===== config.mk =====
export PLATFORM = sky130hd
export DESIGN_NAME = conv_coef_ctrl
export DESIGN_NICKNAME = d
export VERILOG_FILES = /design/src/rtl/conv_coef_ctrl.sv
export SDC_FILE = /design/constraint.sdc
export NUM_CORES = 1
export LEC_CHECK = 0
export ABC_CLOCK_PERIOD_IN_PS = 2300
export BUFFER_PORTS_ARGS = -buffer_cell sky130_fd_sc_hd__buf_4
export CAP_MARGIN = 5
export CORE_MARGIN = 2
export CORE_UTILIZATION = 55
export CTS_CLUSTER_DIAMETER = 40
export CTS_CLUSTER_SIZE = 40
export DETAILED_ROUTE_END_ITERATION = 6
export PLACE_DENSITY_LB_ADDON = 0.1
export SYNTH_ARGS = -nofsm -noshare
export SYNTH_HDL_FRONTEND = slang
export SYNTH_SLANG_ARGS = --single-unit

===== constraint.sdc =====
create_clock -name clk -period 2.3 [get_ports clk]
set_input_delay 0.345 -clock clk [delete_from_list [all_inputs] [get_ports clk]]
set_output_delay 0.345 -clock clk [all_outputs]
set_load 0.01 [all_outputs]

===== src/rtl/conv_coef_ctrl.sv =====
// Coefficient bank controller for the 5x5 convolution path: host writes fill a
// pending bank that is copied to the active bank only at the next frame start.
module conv_coef_ctrl #(
  parameter int unsigned N_TAPS  = 25,
  parameter int unsigned COEF_W  = 8,
  parameter int unsigned SHIFT_W = 4,
  parameter bit          VS_POL  = 1'b1
) (
  input  logic                       clk,
  input  logic                       rst,
  input  logic                       rx_vs,
  input  logic                       cfg_we,
  input  logic                       cfg_re,
  input  logic [4:0]                 cfg_addr,
  input  logic [COEF_W-1:0]          cfg_wdata,
  output logic [COEF_W-1:0]          cfg_rdata,
  output logic                       cfg_ready,
  output logic                       cfg_err,
  output logic                       armed,
  output logic [N_TAPS*COEF_W-1:0]   coef_act,
  output logic [SHIFT_W-1:0]         shift_act,
  output logic                       coef_upd
);

  typedef enum logic [1:0] {IDLE, ARMED, SWAP} state_t;

  localparam logic [4:0]         ADDR_SHIFT = 5'(N_TAPS);
  localparam logic [4:0]         ADDR_CTRL  = 5'(N_TAPS + 1);
  localparam int unsigned        ID_TAP     = N_TAPS / 2;
  localparam logic [COEF_W-1:0]  ID_COEF    = COEF_W'(16);
  localparam logic [SHIFT_W-1:0] ID_SHIFT   = SHIFT_W'(4);

  state_t              state, state_nx;
  logic                vs_d;
  logic [COEF_W-1:0]   pend_coef [N_TAPS];
  logic [COEF_W-1:0]   act_coef  [N_TAPS];
  logic [SHIFT_W-1:0]  pend_shift;

  logic vs_edge, wr_tap, wr_shift, wr_ctrl, wr_rsvd, commit, abort;

  assign vs_edge  = (rx_vs == VS_POL) && (vs_d != VS_POL);
  assign wr_tap   = cfg_we && (cfg_addr < ADDR_SHIFT);
  assign wr_shift = cfg_we && (cfg_addr == ADDR_SHIFT);
  assign wr_ctrl  = cfg_we && (cfg_addr == ADDR_CTRL);
  assign wr_rsvd  = cfg_we && (cfg_addr > ADDR_CTRL);
  assign commit   = wr_ctrl && cfg_wdata[0];
  assign abort    = wr_ctrl && cfg_wdata[1];

  // NOTE: sequential state uses non-blocking assignments so every register
  // samples pre-edge values regardless of process ordering.
  always_ff @(posedge clk or negedge rst) begin
    if (!rst) begin
      state <= IDLE;
      vs_d  <= ~VS_POL;
    end else begin
      state <= state_nx;
      vs_d  <= rx_vs;
    end
  end

  // A commit landing in IDLE never sees the current edge, so it always waits
  // for the following frame start.
  always_comb begin
    state_nx = state;
    unique case (state)
      IDLE:    if (commit) state_nx = ARMED;
      ARMED:   if (abort) state_nx = IDLE;
               else if (vs_edge) state_nx = SWAP;
      SWAP:    state_nx = IDLE;
      default: state_nx = IDLE;
    endcase
  end

  always_comb begin
    cfg_ready = (state == IDLE);
    armed     = (state == ARMED);
  end

  // NOTE: both banks are small register files that must come out of reset as
  // the identity kernel, so they are reset explicitly rather than left as RAM.
  always_ff @(posedge clk or negedge rst) begin
    if (!rst) begin
      for (int i = 0; i < N_TAPS; i++) begin
        pend_coef[i] <= (i == ID_TAP) ? ID_COEF : '0;
        act_coef[i]  <= (i == ID_TAP) ? ID_COEF : '0;
      end
      pend_shift <= ID_SHIFT;
      shift_act  <= ID_SHIFT;
    end else begin
      if (state == IDLE && wr_tap)   pend_coef[cfg_addr] <= cfg_wdata;
      if (state == IDLE && wr_shift) pend_shift <= cfg_wdata[SHIFT_W-1:0];
      if (state == SWAP) begin
        act_coef  <= pend_coef;
        shift_act <= pend_shift;
      end
    end
  end

  always_ff @(posedge clk or negedge rst) begin
    if (!rst) begin
      cfg_rdata <= '0;
      cfg_err   <= 1'b0;
      coef_upd  <= 1'b0;
    end else begin
      coef_upd <= (state == SWAP);
      cfg_err  <= wr_rsvd || ((wr_tap || wr_shift) && state != IDLE);
      if (cfg_re) begin
        if (cfg_addr < ADDR_SHIFT)       cfg_rdata <= pend_coef[cfg_addr];
        else if (cfg_addr == ADDR_SHIFT) cfg_rdata <= {{(COEF_W-SHIFT_W){1'b0}}, pend_shift};
        else if (cfg_addr == ADDR_CTRL)  cfg_rdata <= {(state == ARMED), {(COEF_W-1){1'b0}}};
        else                             cfg_rdata <= '0;
      end
    end
  end

  always_comb begin
    coef_act = '0;
    for (int i = 0; i < N_TAPS; i++) coef_act[i*COEF_W +: COEF_W] = act_coef[i];
  end

endmodule


# After elaboration in Yosys (flattened, before gate mapping)
# Index checks and enable logic that the tools add are counted.
dict set report op_classes {
  order_cmp 4
  n_eq_ne 6
  mux 13
  n_bitwise 2
  n_reduce_logical 16
}
# cell count
set op_table {}
lappend op_table {{$bwmux 200} 1}
lappend op_table {{$mux 8} 6}
lappend op_table {{$bmux 8 s5} 1}
lappend op_table {{$demux 8 s5} 1}
lappend op_table {{$logic_and 1x1->1} 11}
lappend op_table {{$eq 5x5->1 const B} 2}
lappend op_table {{$ge 6x6->1 const B} 1}
lappend op_table {{$lt 6x1->1 const B} 1}
lappend op_table {{$mux 2} 3}
lappend op_table {{$not 5->6} 1}
lappend op_table {{$gt 5x5->1 const B} 1}
lappend op_table {{$lt 5x5->1 const B} 1}
lappend op_table {{$pmux 2 s2} 1}
lappend op_table {{$ne 3x1->1 const B} 1}
lappend op_table {{$eq 2x1->1 const B} 1}
lappend op_table {{$eq 2x2->1 const B} 1}
lappend op_table {{$logic_not 2->1} 1}
lappend op_table {{$logic_or 1x1->1} 2}
lappend op_table {{$ne 2x1->1 const B} 1}
lappend op_table {{$reduce_and 2->1} 1}
lappend op_table {{$reduce_bool 2->1} 1}
lappend op_table {{$not 1->1} 1}
dict set report word_totals {
  reg_bits 421
  inputBits 18
}

# Longest topological paths before layout
dict set report logic_depth {
  ltp_word 6
  ltp_mapped 8
  mapped_depth_nobuf 5
}

# Worst setup path before layout
# No wires, ideal clock.
dict set report synth_timing {
  kind {reg-to-reg}
  from {register state[1]}
  to {register pend_coef[32] (netlist name)}
  setup_time_ns 0.125
  arrival_ns 1.789
  t_required_ns 2.175
  setup_slack_ns 0.387
  path_stages_with_launch 7
  n_path_buf 1
  period_less_slack_ns 1.913
  path_cell_list {dfrtp_1 nor2_4 nand2_2 or3_1 buf_4 nor2_8 mux2_2}
}
dict set report synth_between {
  elab_chain_len 2
}
# item line_no
set synth_rtl {}
lappend synth_rtl {{from (decl)} 33} ;# state_t state, state_nx;
lappend synth_rtl {{from (signal assigned)} 56} ;# state <= state_nx;
lappend synth_rtl {{$logic_not 2->1} -}
lappend synth_rtl {{via cfg_ready} 17} ;# output logic cfg_ready,
lappend synth_rtl {{$logic_and 1x1->1} 90} ;# if (state == IDLE && wr_tap) pend_coef[cfg_addr] <= cfg_wdata;
lappend synth_rtl {{to (signal, indexed assignment)} 84} ;# pend_coef[i] <= (i == ID_TAP) ? ID_COEF : '0;
lappend synth_rtl {{to (signal, indexed assignment)} 90}
lappend synth_rtl {{to (decl)} 35} ;# logic [COEF_W-1:0] pend_coef [N_TAPS];
# The timed path passes the listed nets, and every way through them passes these cells.
# A chain may end at the register's enable or synchronous reset.

# Worst setup path after layout
dict set report layout_timing {
  from {register state[1]}
  to {register pend_coef[71] (netlist name)}
}
dict set report layout_between {
  elab_chain_len 2
}
# item line_no
set layout_rtl {}
lappend layout_rtl {{$logic_not 2->1} 90}
lappend layout_rtl {{$logic_and 1x1->1} 90}
# No other way between the ends.

==> flow_summary.json <==
{
  "outcome": "finished clean",
  "setup_tns_ns": 0,
  "rows": 65,
  "via_per_inst": 5.62,
  "crit_type": "reg -> reg",
  "p_total_mw": 20.0,
  "fin_cells": 2221,
  "h-tree-depth": 2,
  "die_x_um": 183,
  "async_reset_ff_share_pct": 100,
  "clk_latency_ns": 0.55,
  "grt-ovfl-total": 0,
  "synth_area_leaders": "dfrtp_1, nand2_1, mux2_2",
  "arrival_ns": 2.53,
  "routed_wl_um": 47100,
  "yosysSeqAreaShare_pct": 59.6,
  "ir_drop_v": 0.000521,
  "wire_per_inst_um": 21.2,
  "ys.flop_type": "dfrtp_1",
  "critPathLaunchType": "flip-flop",
  "p_leak_nw": 11.3,
  "detail-route-antenna-nets": 0,
  "syn2layout_area_growth_pct": 22.6,
  "dp_hpwl_um": 31600,
  "core_area_mm2": 0.0316,
  "root_buffer": "clkbuf_16",
  "nets": 1798,
  "cts.clk_slew.worst_paths_ns": 0.07,
  "num_antenna_cells": 0,
  "grtUsageTotal_pct": 28.6,
  "synth_seq_cells": 421,
  "synth_cells": 1546,
  "final_max_slew_viol_count": 0,
  "final-setup-viol-count": 0,
  "io_buffer_count": 233,
  "route.detailed.drc": 0,
  "cp-end-kind": "flip-flop",
  "synth_area_mm2": 0.0177,
  "route.vias.total": 12500,
  "cts_tree": "built",
  "num-fill-cells": 2406,
  "grt_pass1_vias": 12500,
  "layout-drive-gt1-share_pct": 34.7,
  "clock_sinks": 421,
  "yosysTopAreaCellShare_pct": 59.0,
  "syn_area_per_cell_um2": 11.4,
  "drt_iter0_drc": 1028,
  "die_area_mm2": 0.0336,
  "syn-num-nets": 1564,
  "grt_max_degree": 205,
  "required_ns": 2.73,
  "grt_pass1_wl_um": 73600,
  "hold_viol_final": 0,
  "dr.pass1.iters": 6,
  "min_path_type": "in -> reg",
  "io_pins": 234,
  "setup_ws_ns": 0.201,
  "dieHeight_um": 183,
  "synth_edf_count": 0,
  "antenna_found_initial": 0,
  "post-route-period-util_pct": 91.3,
  "clk_path_buf_depth": 3,
  "cts_buffers": 47,
  "ys_types": 54,
  "pre_cts_slack_ns": 0.207,
  "gp_congestion": 0.871,
  "cap_violations": 0,
  "placedCellCount": 2131,
  "synth_top_cell_by_area": "dfrtp_1",
  "start_util_pct": 55.9,
  "max_slew_margin_pct": 38.7,
  "layout_min_cycle_time_ns": 2.10,
  "yosys_warnings": 0,
  "power_density_mw_per_mm2": 922,
  "rsz0062_at_grt": "false",
  "max_slew.worst_pin.slew_ns": 0.919,
  "clock_skew_ns": 0.0212,
  "fmax_mhz": 476,
  "cp_max_fo": 8
}
[worst max-delay path, stage by stage (launching register included)]
cell,delay [ns]
dfrtp_1,0.50
nor2_4,0.16
nand2_2,0.10
or3_1,0.56
nor2_8,0.30
mux2_2,0.36
[layout by cell type (no fill, tap or decap), types with 5 or more instances in the layout]
cell type   synthesis  routed
a22oi_1            13      13
a31oi_1             6       6
buf_12              0      10
buf_4               5     264
bufinv_16           0       5
clkbuf_16           0      48
clkinv_4            0       8
clkinvlp_4          0       5
dfrtp_1           417     417
inv_6               0      13
inv_8               0       5
mux2_1              5       5
mux2_2            202     202
mux2i_1            17      17
mux4_2             37      37
nand2_1           632     632
nand2_2             5       5
nand2b_1            6       5
nand3_1             9       9
nand3b_1            5       5
nand4_1            10      10
nor2_1              8       8
nor2b_1            12      12
nor3_1              5       5
[layer usage]
metal | wire length (um) | vias up | global-route usage, %
met5 | 0 | - | 0
met4 | 1000 | 0 | 7.26
met3 | 3130 | 74 | 4.92
met2 | 21800 | 427 | 44.4
met1 | 21200 | 6357 | 42.5
li1 | - | 5635 | -
[final timing paths]
kind / startpoint / end / cells past startpoint / slack, ns
worst max-delay path: state[1] / pend_coef[71] / 5 / 0.20
worst min-delay path: cfg_we / cfg_err / 2 / 0.13
worst max register to register: state[1] / pend_coef[71] / 5 / 0.20
worst min register to register: shift_act[2] / shift_act[2] / 2 / 0.46
max in group asynchronous: rst / pend_coef[100] / 3 / 1.19
min in group asynchronous: rst / coef_act[9] / 2 / 0.28
[cell usage after synthesis, types with 3 or more instances]
master and instances:
nand2_1 632, dfrtp_1 417, mux2_2 202, clkbuf_1 57, mux4_2 37, buf_2 20
mux2i_1 17, a22oi_1 13, nor2b_1 12, nand4_1 10, nand3_1 9, buf_1 8
nor2_1 8, a31oi_1 6, nand2b_1 6, buf_4 5, mux2_1 5, nand2_2 5
nand3b_1 5, nor3_1 5, a2111oi_0 4, a21oi_1 4, dfstp_2 4, nor2_2 4
o22a_1 4, a22o_1 3, and2_1 3, nor2_8 3
[state kept, by name, summed over array words and instances (netlist names), 2 cells and up]
signal,count
pend_coef,200
cfg_rdata,8
pend_shift,4
state,2
coef_act,200
shift_act,4
[final cells by class]
type,count,area (um^2),area share (%)
clock buffer,49,1210,5.60
clock inverter,39,450,2.08
inverter,3,16.3,0.0750
multi-input combinational,1030,6750,31.1
sequential,421,10500,48.6
tap,402,503,2.32
timing repair buffer,277,2220,10.2
[power by group]
group	total, mW	leakage [nW]	internal (mW)	switching [mW]
clock	7.89	0.806	4.57	3.32
sequential	9.41	5.60	8.46	0.956
combinational	2.70	4.92	1.45	1.25
[cells by family (layout without fill, tap and decap cells)]
family	count (synthesis)	in the layout	share of synthesized area [%]
AND/OR/NAND/NOR	720	720	17.2
flip-flops	421	421	59.6
multiplexers	261	261	18.8
buffers and inverters	95	368	2.35
AO/OA/AOI/OAI	49	49	2.06
[stage by stage]
step	area, um^2	utilization (%)	hold WS [ns]
detailed placement	20000	63.2	0.268
global placement	20000	63.2	0.267
floorplan	17700	-	0.0494
CTS	21700	68.6	0.109
global route	21700	68.6	0.112
finish	21700	68.6	0.130
[timing repair]
action | in CTS | in global routing
hold buffers | 2 | 0
resized for setup | 0 | 0
buffers inserted | 0 | 0
endpoints found under the hold margin | 37 | 0
No activity file was read; power rests on OpenSTA's default activity.
